==> config.mk <==
export PLATFORM = sky130hd
export DESIGN_NAME = example_mul_pipe_sat
export DESIGN_NICKNAME = d
export VERILOG_FILES = /design/src/rtl/example_mul_pkg.sv /design/src/rtl/example_mul_sat_rnd.sv /design/src/rtl/example_mul_pipe_sat.sv
export SDC_FILE = /design/constraint.sdc
export NUM_CORES = 1
export LEC_CHECK = 0
export CORE_AREA = 3 3 120 122
export CTS_CLUSTER_SIZE = 16
export DETAILED_ROUTE_END_ITERATION = 7
export DIE_AREA = 0 0 123 125
export GPL_ROUTABILITY_DRIVEN = 0
export GPL_TIMING_DRIVEN = 0
export PLACE_DENSITY = 0.81
export SLEW_MARGIN = 10
export SYNTH_ARGS = -nofsm -noshare
export SYNTH_HDL_FRONTEND = slang
export SYNTH_SLANG_ARGS = --single-unit
==> constraint.sdc <==
create_clock -name ap_clk -period 2.01 [get_ports ap_clk]
set_input_delay 0.201 -clock ap_clk [delete_from_list [all_inputs] [get_ports ap_clk]]
set_output_delay 0.201 -clock ap_clk [all_outputs]
set_load 0.01 [all_outputs]
==> src/rtl/example_mul_pkg.sv <==
// Shared constants and width helper for the saturating pipelined multiplier.
package example_mul_pkg;

    localparam int ROUND_TRUNC   = 0;
    localparam int ROUND_HALF_UP = 1;
    localparam int SAT_WRAP      = 0;
    localparam int SAT_CLAMP     = 1;

    // Width of the product after the optional rounding add and the arithmetic shift.
    function automatic int shifted_width(input int a_w, input int b_w, input int shift, input int rnd);
        return a_w + b_w - shift + (((rnd == ROUND_HALF_UP) && (shift > 0)) ? 1 : 0);
    endfunction

endpackage

==> src/rtl/example_mul_sat_rnd.sv <==
// Combinational round / arithmetic shift / saturate of a full-width signed product.
module example_mul_sat_rnd
    import example_mul_pkg::*;
#(
    parameter int PROD_WIDTH = 26,
    parameter int DOUT_WIDTH = 21,
    parameter int SHIFT      = 0,
    parameter int ROUND      = ROUND_TRUNC,
    parameter int SAT        = SAT_CLAMP
) (
    input  logic signed [PROD_WIDTH-1:0] product,
    output logic signed [DOUT_WIDTH-1:0] res,
    output logic                         res_ovf
);

    localparam int EW  = PROD_WIDTH + 1;
    localparam int SW  = shifted_width(PROD_WIDTH, 0, SHIFT, ROUND);
    localparam int WW  = ((SW > DOUT_WIDTH) ? SW : DOUT_WIDTH) + 1;
    localparam int RSH = (SHIFT > 0) ? SHIFT - 1 : 0;

    localparam logic signed [EW-1:0] RND_ADD =
        ((ROUND == ROUND_HALF_UP) && (SHIFT > 0)) ? (EW'(1) << RSH) : '0;
    localparam logic signed [WW-1:0] MAX_V =
        {{(WW - DOUT_WIDTH + 1){1'b0}}, {(DOUT_WIDTH - 1){1'b1}}};
    localparam logic signed [WW-1:0] MIN_V = ~MAX_V;

    logic signed [EW-1:0] ext;
    logic signed [SW-1:0] shifted;
    logic signed [WW-1:0] wide;

    // The extra bit in ext absorbs the rounding carry of the most positive product.
    always_comb begin
        ext     = EW'(product) + RND_ADD;
        shifted = SW'(ext >>> SHIFT);
        wide    = WW'(shifted);
        res_ovf = (wide > MAX_V) || (wide < MIN_V);
        if ((SAT == SAT_CLAMP) && res_ovf) begin
            res = wide[WW-1] ? MIN_V[DOUT_WIDTH-1:0] : MAX_V[DOUT_WIDTH-1:0];
        end else begin
            res = wide[DOUT_WIDTH-1:0];
        end
    end

endmodule

==> src/rtl/example_mul_pipe_sat.sv <==
// Signed multiplier with a globally stalled valid/ready pipeline and round/shift/saturate output.
module example_mul_pipe_sat
    import example_mul_pkg::*;
#(
    parameter int DIN0_WIDTH = 12,
    parameter int DIN1_WIDTH = 14,
    parameter int DOUT_WIDTH = 21,
    parameter int NUM_STAGE  = 2,
    parameter int SHIFT      = 0,
    parameter int ROUND      = ROUND_TRUNC,
    parameter int SAT        = SAT_CLAMP
) (
    input  logic                         ap_clk,
    input  logic                         ap_rst_n,
    input  logic signed [DIN0_WIDTH-1:0] din0,
    input  logic signed [DIN1_WIDTH-1:0] din1,
    input  logic                         in_vld,
    output logic                         in_rdy,
    output logic signed [DOUT_WIDTH-1:0] dout,
    output logic                         ovf,
    output logic                         out_vld,
    input  logic                         out_rdy
);

    localparam int PW = DIN0_WIDTH + DIN1_WIDTH;
    localparam int unsigned NS_U = NUM_STAGE;

    logic                         advance;
    logic                         in_fire;
    logic [NUM_STAGE-1:0]         vld_q, vld_d;
    logic signed [PW-1:0]         prod_c;
    logic signed [PW-1:0]         sat_in;
    logic signed [DOUT_WIDTH-1:0] sat_dout;
    logic                         sat_ovf;
    logic signed [DOUT_WIDTH-1:0] dout_q, dout_d;
    logic                         ovf_q, ovf_d;

    always_comb begin
        advance = !vld_q[NUM_STAGE-1] || out_rdy;
        in_fire = in_vld && advance;
        prod_c  = PW'(din0) * PW'(din1);
        vld_d   = vld_q;
        if (advance) begin
            vld_d[0] = in_fire;
            for (int unsigned i = 1; i < NS_U; i++) begin
                vld_d[i] = vld_q[i-1];
            end
        end
    end

    // vld_d doubles as the per-stage load enable: it is only set when advancing into a valid slot.
    generate
        if (NUM_STAGE == 1) begin : g_direct
            assign sat_in = prod_c;
        end else begin : g_pipe
            localparam int unsigned NP = NS_U - 1;
            logic signed [PW-1:0] prod_q [NP];
            logic signed [PW-1:0] prod_d [NP];

            always_comb begin
                prod_d = prod_q;
                if (advance) begin
                    if (vld_d[0]) prod_d[0] = prod_c;
                    for (int unsigned i = 1; i < NP; i++) begin
                        if (vld_d[i]) prod_d[i] = prod_q[i-1];
                    end
                end
            end

            always_ff @(posedge ap_clk or negedge ap_rst_n) begin
                if (!ap_rst_n) begin
                    prod_q <= '{default: '0};
                end else begin
                    prod_q <= prod_d;
                end
            end

            assign sat_in = prod_q[NP-1];
        end
    endgenerate

    example_mul_sat_rnd #(
        .PROD_WIDTH (PW),
        .DOUT_WIDTH (DOUT_WIDTH),
        .SHIFT      (SHIFT),
        .ROUND      (ROUND),
        .SAT        (SAT)
    ) u_sat_rnd (
        .product (sat_in),
        .res     (sat_dout),
        .res_ovf (sat_ovf)
    );

    always_comb begin
        dout_d = dout_q;
        ovf_d  = ovf_q;
        if (vld_d[NUM_STAGE-1] && advance) begin
            dout_d = sat_dout;
            ovf_d  = sat_ovf;
        end
    end

    always_ff @(posedge ap_clk or negedge ap_rst_n) begin
        if (!ap_rst_n) begin
            vld_q  <= '0;
            dout_q <= '0;
            ovf_q  <= 1'b0;
        end else begin
            vld_q  <= vld_d;
            dout_q <= dout_d;
            ovf_q  <= ovf_d;
        end
    end

    assign in_rdy  = advance;
    assign out_vld = vld_q[NUM_STAGE-1];
    assign dout    = dout_q;
    assign ovf     = ovf_q;

endmodule
==> results of run 1 <==
==> logic make-up after synthesis <==
family,count (synthesis),share of synthesized area
compound gates,125,0.0974
xor+xnor,15,0.0177
fa+ha+maj,213,0.469
buf+inv,239,0.112
flops,50,0.152
simple gates,276,0.153
==> flip-flops by register name, summed over array words and instances (netlist names) <==
name and flops:
dout 21, g_pipe.prod_q 26, ovf 1, vld_q 2
==> stage by stage <==
step                setup TNS [ns]  hold slack, ns  instance area [um2]  worst slack [ns]
floorplan                   -42.78         -0.0946                 8680             -2.41
global placement            -98.77           0.457                 9430             -3.59
detailed placement          -66.73           0.117                 9450             -3.59
CTS                         -45.27           0.357                11200             -2.56
global route                -51.72           0.382                11800             -2.95
finish                      -50.97           0.340                11800             -2.99
==> worst min path at each step <==
stage | from | to
global route | ap_rst_n | dout[7]
finish | ap_rst_n | dout[8]
detailed placement | ap_rst_n | dout[7]
global placement | vld_q[0] | vld_q[1]
CTS | ap_rst_n | dout[7]
floorplan | ap_rst_n | dout[0]
==> critical path: cells and delay by family <==
| kind | cells | cell delay (ns) |
|---|---|---|
| AND/OR/NAND/NOR | 3 | 0.29 |
| AO/OA/AOI/OAI | 3 | 0.46 |
| buffers and inverters | 7 | 0.91 |
| XOR/XNOR | 1 | 0.20 |
| adder cells (fa/ha/maj) | 6 | 3.07 |
==> metal layers <==
metal	part of all wire	wire [um]	up-vias	track usage
met1	0.31	10600	4026	0.436
met4	0.12	3960	0	0.248
met3	0.12	4010	392	0.0872
met2	0.45	15300	880	0.645
met5	0	0	-	0
li1	-	-	3163	-
==> placed cells by master (no fill, tap or decap), drive strengths merged, types with 12 or more instances in the layout <==
| master | instances |
|---|---|
| inv | 194 |
| clkdlybuf4s50 | 26 |
| dfrtp | 50 |
| buf | 151 |
| nand2 | 171 |
| a21oi | 32 |
| ha | 55 |
| xnor2 | 12 |
| nor2 | 24 |
| o21ai | 48 |
| fa | 158 |
| clkbuf | 45 |
| and2 | 52 |
==> layout make-up <==
class                      instances  area, um2
tap                              176        220
clock buffer                       6        139
buffer                            44        572
timing repair buffer             174       1720
inverter                         195        736
sequential                        50       1250
fill                             494       1480
multi-input combinational        629       7110
clock inverter                     2       60.1
==> timing repair <==
| action | CTS | global route |
|---|---|---|
| setup endpoints to repair | 23 | 31 |
| buffers inserted | 84 | 29 |
| gates cloned | 10 | 0 |
| endpoints found under the hold margin | 13 | 0 |
| pin swaps | 117 | 78 |
| hold buffers | 1 | 0 |
| gates resized for setup | 351 | 106 |
==> metrics.cfg, run 1 <==
[sta]
min_period_ns=5.00
min_period_over_period=2.49
slew_violations=0
fin_ws_ns=-2.99
fin_skew_ns=0.00970
setup_violations=23
tightest_slew_ns=0.904
fmax_ghz=0.200
hold_viol_final=0
slew_headroom=0.398
rsz0062_at_grt=true

[yosys]
ys_types=57
syn_nets=1161
yosys.cell_count.top_type=inv_1
synth_edf_count=0
synth_warnings=0
synthTopCellsByArea=fa_1 38%, dfrtp_1 15%, inv_1 8.9%
syn_area_per_cell_um2=8.95
yosys.area.top_type_share=0.385
synth.cell_area_um2=8220
synthCells=918
ys_ff_latch=50
yosys-top-cells-count=195 x inv_1, 171 x nand2_1, 158 x fa_1
synth-main-ff-cell=dfrtp_1
synth_top_cell_by_area=fa_1
ys_seq_area_frac=0.152
async_reset_ff_frac=1.00

[run_status]
violations=design-rule violations, negative setup slack
status=finished with violations

[routing]
avgViaCountPerCell=6.63
avgRoutedWirePerCell_um=26.5
dr.pass1.iters=8
drcViolationCount=2
ant_nets=0
drt_wl_total_um=33800
drtIter0Drc=1187
vias=8461

[setup_path]
crit_end=g_pipe.prod_q[22]
crit_required_ns=2.17
worstReg2RegEnd=g_pipe.prod_q[11]
reg2reg_setup_slack_ns=-0.14
worst_ep_arrival_time_ns=5.15
crit_start=din0[6]
reg2reg_from=vld_q[1]
cp_cell_sequence=buf_6 > buf_8 > buf_4 > nand2_2 > fa_1 > inv_1 > fa_1 > fa_1 > fa_1 > inv_2 > fa_1 > inv_1 > ha_4 > buf_4 > a21oi_2 > nor2_1 > nor2_1 > o31ai_2 > xnor2_1 > o21ai_1
reg2reg_depth=6
cpPeakStageDelay_ns=0.61
crit_slowest_cell=fa_1
crit_path_frequent_cell=fa_1
cp_max_fo=6
cp-end-kind=flop
critical_path_class=input port to flop
setup.worst_path.start_class=input port

[floorplanning]
dieHeight_um=125
start_util=0.618
rows=42
ioPinCount=54
die_area_um2=15400
core-area_um2=13300
fp.dieW_um=123

[final_layout]
nets=1342
drive_gt1_frac=0.370
post-route-util=0.889
fin_cells=1276
n_antenna_cell=0
syn_to_final_growth_pct=43.8

[placement]
dp_cells=1148
dp_hpwl_um=16000
numPortBuffers=53

[grt]
grt_pass1_vias=8915
overflow=0
grt_use_total=0.384
antenna_found_initial=1
grt_start_max_net_pins=38
grt_first_pass_wirelength_um=45400

[job]
drv_cap=0

[cts]
numCtsBuffers=5
cts_tree=done
clk_latency_ns=0.30
clockRootBuffer=clkbuf_16
clockBufferDepth=2
clkSlewWorstSetupHoldPaths_ns=0.07
cts_sinks=50
htreeDepth=2

[hold_path]
hold_class=input port to asynchronous set/reset pin

Power of run 1 is not shown: default switching activity piles up to over one toggle a cycle in this logic, so the estimate is an artifact.
==> run 2, diff against run 1 <==
PLACE_DENSITY = 0.82   (was 0.81)
SYNTH_HIERARCHICAL = 1   (was unset)
==> metrics.cfg, run 2 <==
[grt]
overflow=0  ; unchanged
grt_start_max_net_pins=30  ; was 38
grt_pass1_vias=8233  ; was 8,915
grt_first_pass_wirelength_um=40800  ; was 45,400 um
grt_use_total=0.342  ; was 0.384
antenna_found_initial=2  ; was 1

[sta]
rsz0062_at_grt=true  ; unchanged
fin_skew_ns=0.00974  ; was 0.00970 ns
min_period_over_period=2.70  ; was 2.49
setup_violations=23  ; unchanged
tightest_slew_ns=0.861  ; was 0.904 ns
fmax_ghz=0.184  ; was 0.200 GHz
fin_ws_ns=-3.41  ; was -2.99 ns
min_period_ns=5.42  ; was 5.00 ns
hold_viol_final=0  ; unchanged
slew_violations=0  ; unchanged
holdWs_ns=0.416  ; was 0.340 ns
slew_headroom=0.424  ; was 0.398

[final_layout]
regArea_um2=1250  ; unchanged
multi_input_area_um2=7110  ; about the same
regMostFlops=g_pipe.prod_q  ; unchanged
drive_gt1_frac=0.387  ; was 0.370
fillerInstances=470  ; was 494
final_common_cell=inv_1  ; unchanged
largest_reg_flops=26  ; unchanged
post-route-util=0.895  ; was 0.889
layout_common_cells=167 x inv_1, 139 x fa_1, 118 x nand2_1  ; was 154 x inv_1, 138 x fa_1, 124 x nand2_1
syn_to_final_growth_pct=43.0  ; was 43.8%
nets=1340  ; was 1,342

[setup_path]
reg2reg_depth=5  ; was 6
path_buf_inv=7  ; unchanged
crit_slowest_cell=fa_1  ; unchanged
crit_path_frequent_cell=fa_1  ; unchanged
worstReg2RegEnd=dout[18]  ; was g_pipe.prod_q[11]
cp_cell_sequence=buf_2 > clkbuf_8 > nand2_1 > fa_2 > fa_1 > fa_1 > inv_2 > fa_1 > inv_2 > fa_1 > inv_2 > ha_4 > buf_6 > o211ai_1 > nand2_1 > nand2_2 > o211ai_4 > a21bo_1 > buf_4 > nor4b_1 > or3_1  ; was buf_6 > buf_8 > buf_4 > nand2_2 > fa_1 > inv_1 > fa_1 > fa_1 > fa_1 > inv_2 > fa_1 > inv_1 > ha_4 > buf_4 > a21oi_2 > nor2_1 > nor2_1 > o31ai_2 > xnor2_1 > o21ai_1
cpPeakStageDelay_ns=0.56  ; was 0.61 ns
critical_path_class=input port to flop  ; unchanged
setup.worst_path.start_class=input port  ; unchanged
cp-end-kind=flop  ; unchanged
cp_max_fo=4  ; was 6
reg2reg_from=g_pipe.prod_q[24]  ; was vld_q[1]
crit_required_ns=2.18  ; was 2.17 ns
worst_ep_arrival_time_ns=5.59  ; was 5.15 ns
crit_family=adder cells  ; unchanged
reg2reg_setup_slack_ns=0  ; was -0.14 ns

[yosys]
synthCells=901  ; was 918
synth_warnings=6  ; was 0
synthTopCellsByArea=fa_1 38%, dfrtp_1 15%, inv_1 9.5%  ; was fa_1 38%, dfrtp_1 15%, inv_1 8.9%
syn_nets=1144  ; was 1,161
yosys-top-cells-count=210 x inv_1, 158 x fa_1, 157 x nand2_1  ; was 195 x inv_1, 171 x nand2_1, 158 x fa_1
synth_edf_count=0  ; unchanged
ys_ff_latch=50  ; unchanged
yosys.cell_count.top_type=inv_1  ; unchanged
synth_top_cell_by_area=fa_1  ; unchanged
syn_area_per_cell_um2=9.24  ; was 8.95 um2
async_reset_ff_frac=1.00  ; unchanged
ys_types=49  ; was 57
synth.cell_area_um2=8320  ; was 8220 um2
synth-main-ff-cell=dfrtp_1  ; unchanged
ys_seq_area_frac=0.150  ; was 0.152
yosys.area.top_type_share=0.380  ; was 0.385

[job]
drv_cap=0  ; unchanged

[floorplanning]
fp.dieW_um=123  ; unchanged
core-area_um2=13300  ; unchanged
dieHeight_um=125  ; unchanged
start_util=0.626  ; was 0.618
die_area_um2=15400  ; unchanged
rows=42  ; unchanged
ioPinCount=54  ; unchanged

[cts]
clockRootBuffer=clkbuf_16  ; unchanged
numCtsBuffers=5  ; unchanged
cts_sinks=50  ; unchanged
clkSlewWorstSetupHoldPaths_ns=0.07  ; about the same
htreeDepth=2  ; unchanged
clockBufferDepth=2  ; unchanged
clk_latency_ns=0.30  ; about the same
cts_tree=done  ; unchanged

[routing]
drcViolationCount=5  ; was 2
avgViaCountPerCell=6.39  ; was 6.63
drt_wl_total_um=34100  ; was 33,800 um
vias=8150  ; was 8,461
drtIter0Drc=1049  ; was 1,187
avgRoutedWirePerCell_um=26.8  ; was 26.5 um
ant_nets=0  ; unchanged
dr.pass1.iters=8  ; unchanged

[run_status]
violations=design-rule violations, negative setup slack  ; unchanged
status=finished with violations  ; unchanged

[hold_path]
hold_class=input port to asynchronous set/reset pin  ; unchanged

[placement]
dp_hpwl_um=15400  ; was 16,000 um
numPortBuffers=53  ; unchanged

## run 2: cell types whose count changed after synthesis, sizes merged, moves of 6 or more
cell and delta:
inv +15, xor2 +9, and2 -6, nor2 -10, mux2 +23, nand2 -12
a21o +20, nand3 -8, a21oi -18, o21ai -13, clkbuf -6
## run 2: layout make-up
cell class	instances	area share
repair buffers	189	0.153
clock buffers	5	0.0105
well taps	176	0.0185
inverters	211	0.0673
diodes	1	0.000210
plain buffers	38	0.0444
clock inverters	3	0.00336
multi-input cells	602	0.597
flip-flops and latches	50	0.105
## run 2: cells by family (layout without fill, tap and decap cells)
family,Yosys count,count (layout),share of synthesized area
simple gates,240,240,0.130
mux,23,23,0.0311
xor+xnor,25,25,0.0263
compound gates,101,101,0.0828
other cells,0,1,0
buf+inv,249,446,0.117
fa+ha+maj,213,213,0.463
flops,50,50,0.150
## run 2: how the worst max path moves through the flow
stage | start | to | slack [ns] | cells past startpoint
5_1_grt | din1[10] | g_pipe.prod_q[22] | -3.52 | 22
6_report | din1[10] | g_pipe.prod_q[22] | -3.41 | 21
4_1_cts | din1[5] | g_pipe.prod_q[24] | -2.84 | 20
3_5_place_dp | din0[9] | g_pipe.prod_q[24] | -3.86 | 19
2_1_floorplan | din1[5] | g_pipe.prod_q[24] | -2.72 | 19
3_3_place_gp | din0[6] | g_pipe.prod_q[24] | -3.73 | 19
## run 2: metrics by stage
stage          instances  area [um2]  TNS, ns  setup WS [ns]
2_1_floorplan        901        8880   -43.43          -2.72
3_3_place_gp        1130        9630   -99.42          -3.73
3_5_place_dp        1131        9640   -67.55          -3.86
4_1_cts             1235       11100   -48.84          -2.84
5_1_grt             1274       11900   -59.04          -3.52
6_report            1275       11900   -57.60          -3.41
## run 2: worst reg2reg max path, cell delays in order (launching register included)
cell	delay (ns)
dfrtp_1	0.41
or4_4	0.58
o21ba_1	0.26
buf_4	0.21
a21o_1	0.17
mux2_2	0.27
## run 2: routing by layer
metal,vias to the layer above,GRT usage,wire length [um]
met5,-,0,34
met4,2,0.187,3870
met3,355,0.0569,4060
met2,754,0.590,16000
met1,3951,0.405,10200
li1,3088,-,-
## run 2: what timing repair did
action	in CTS	in global routing
pin swaps	92	117
cloned	2	0
hold buffers	1	0
endpoints found under the setup margin	23	23
hold endpoints to repair	21	0
gates resized for setup	273	158
setup buffers	93	47
Power of run 2 is left out for the same reason.
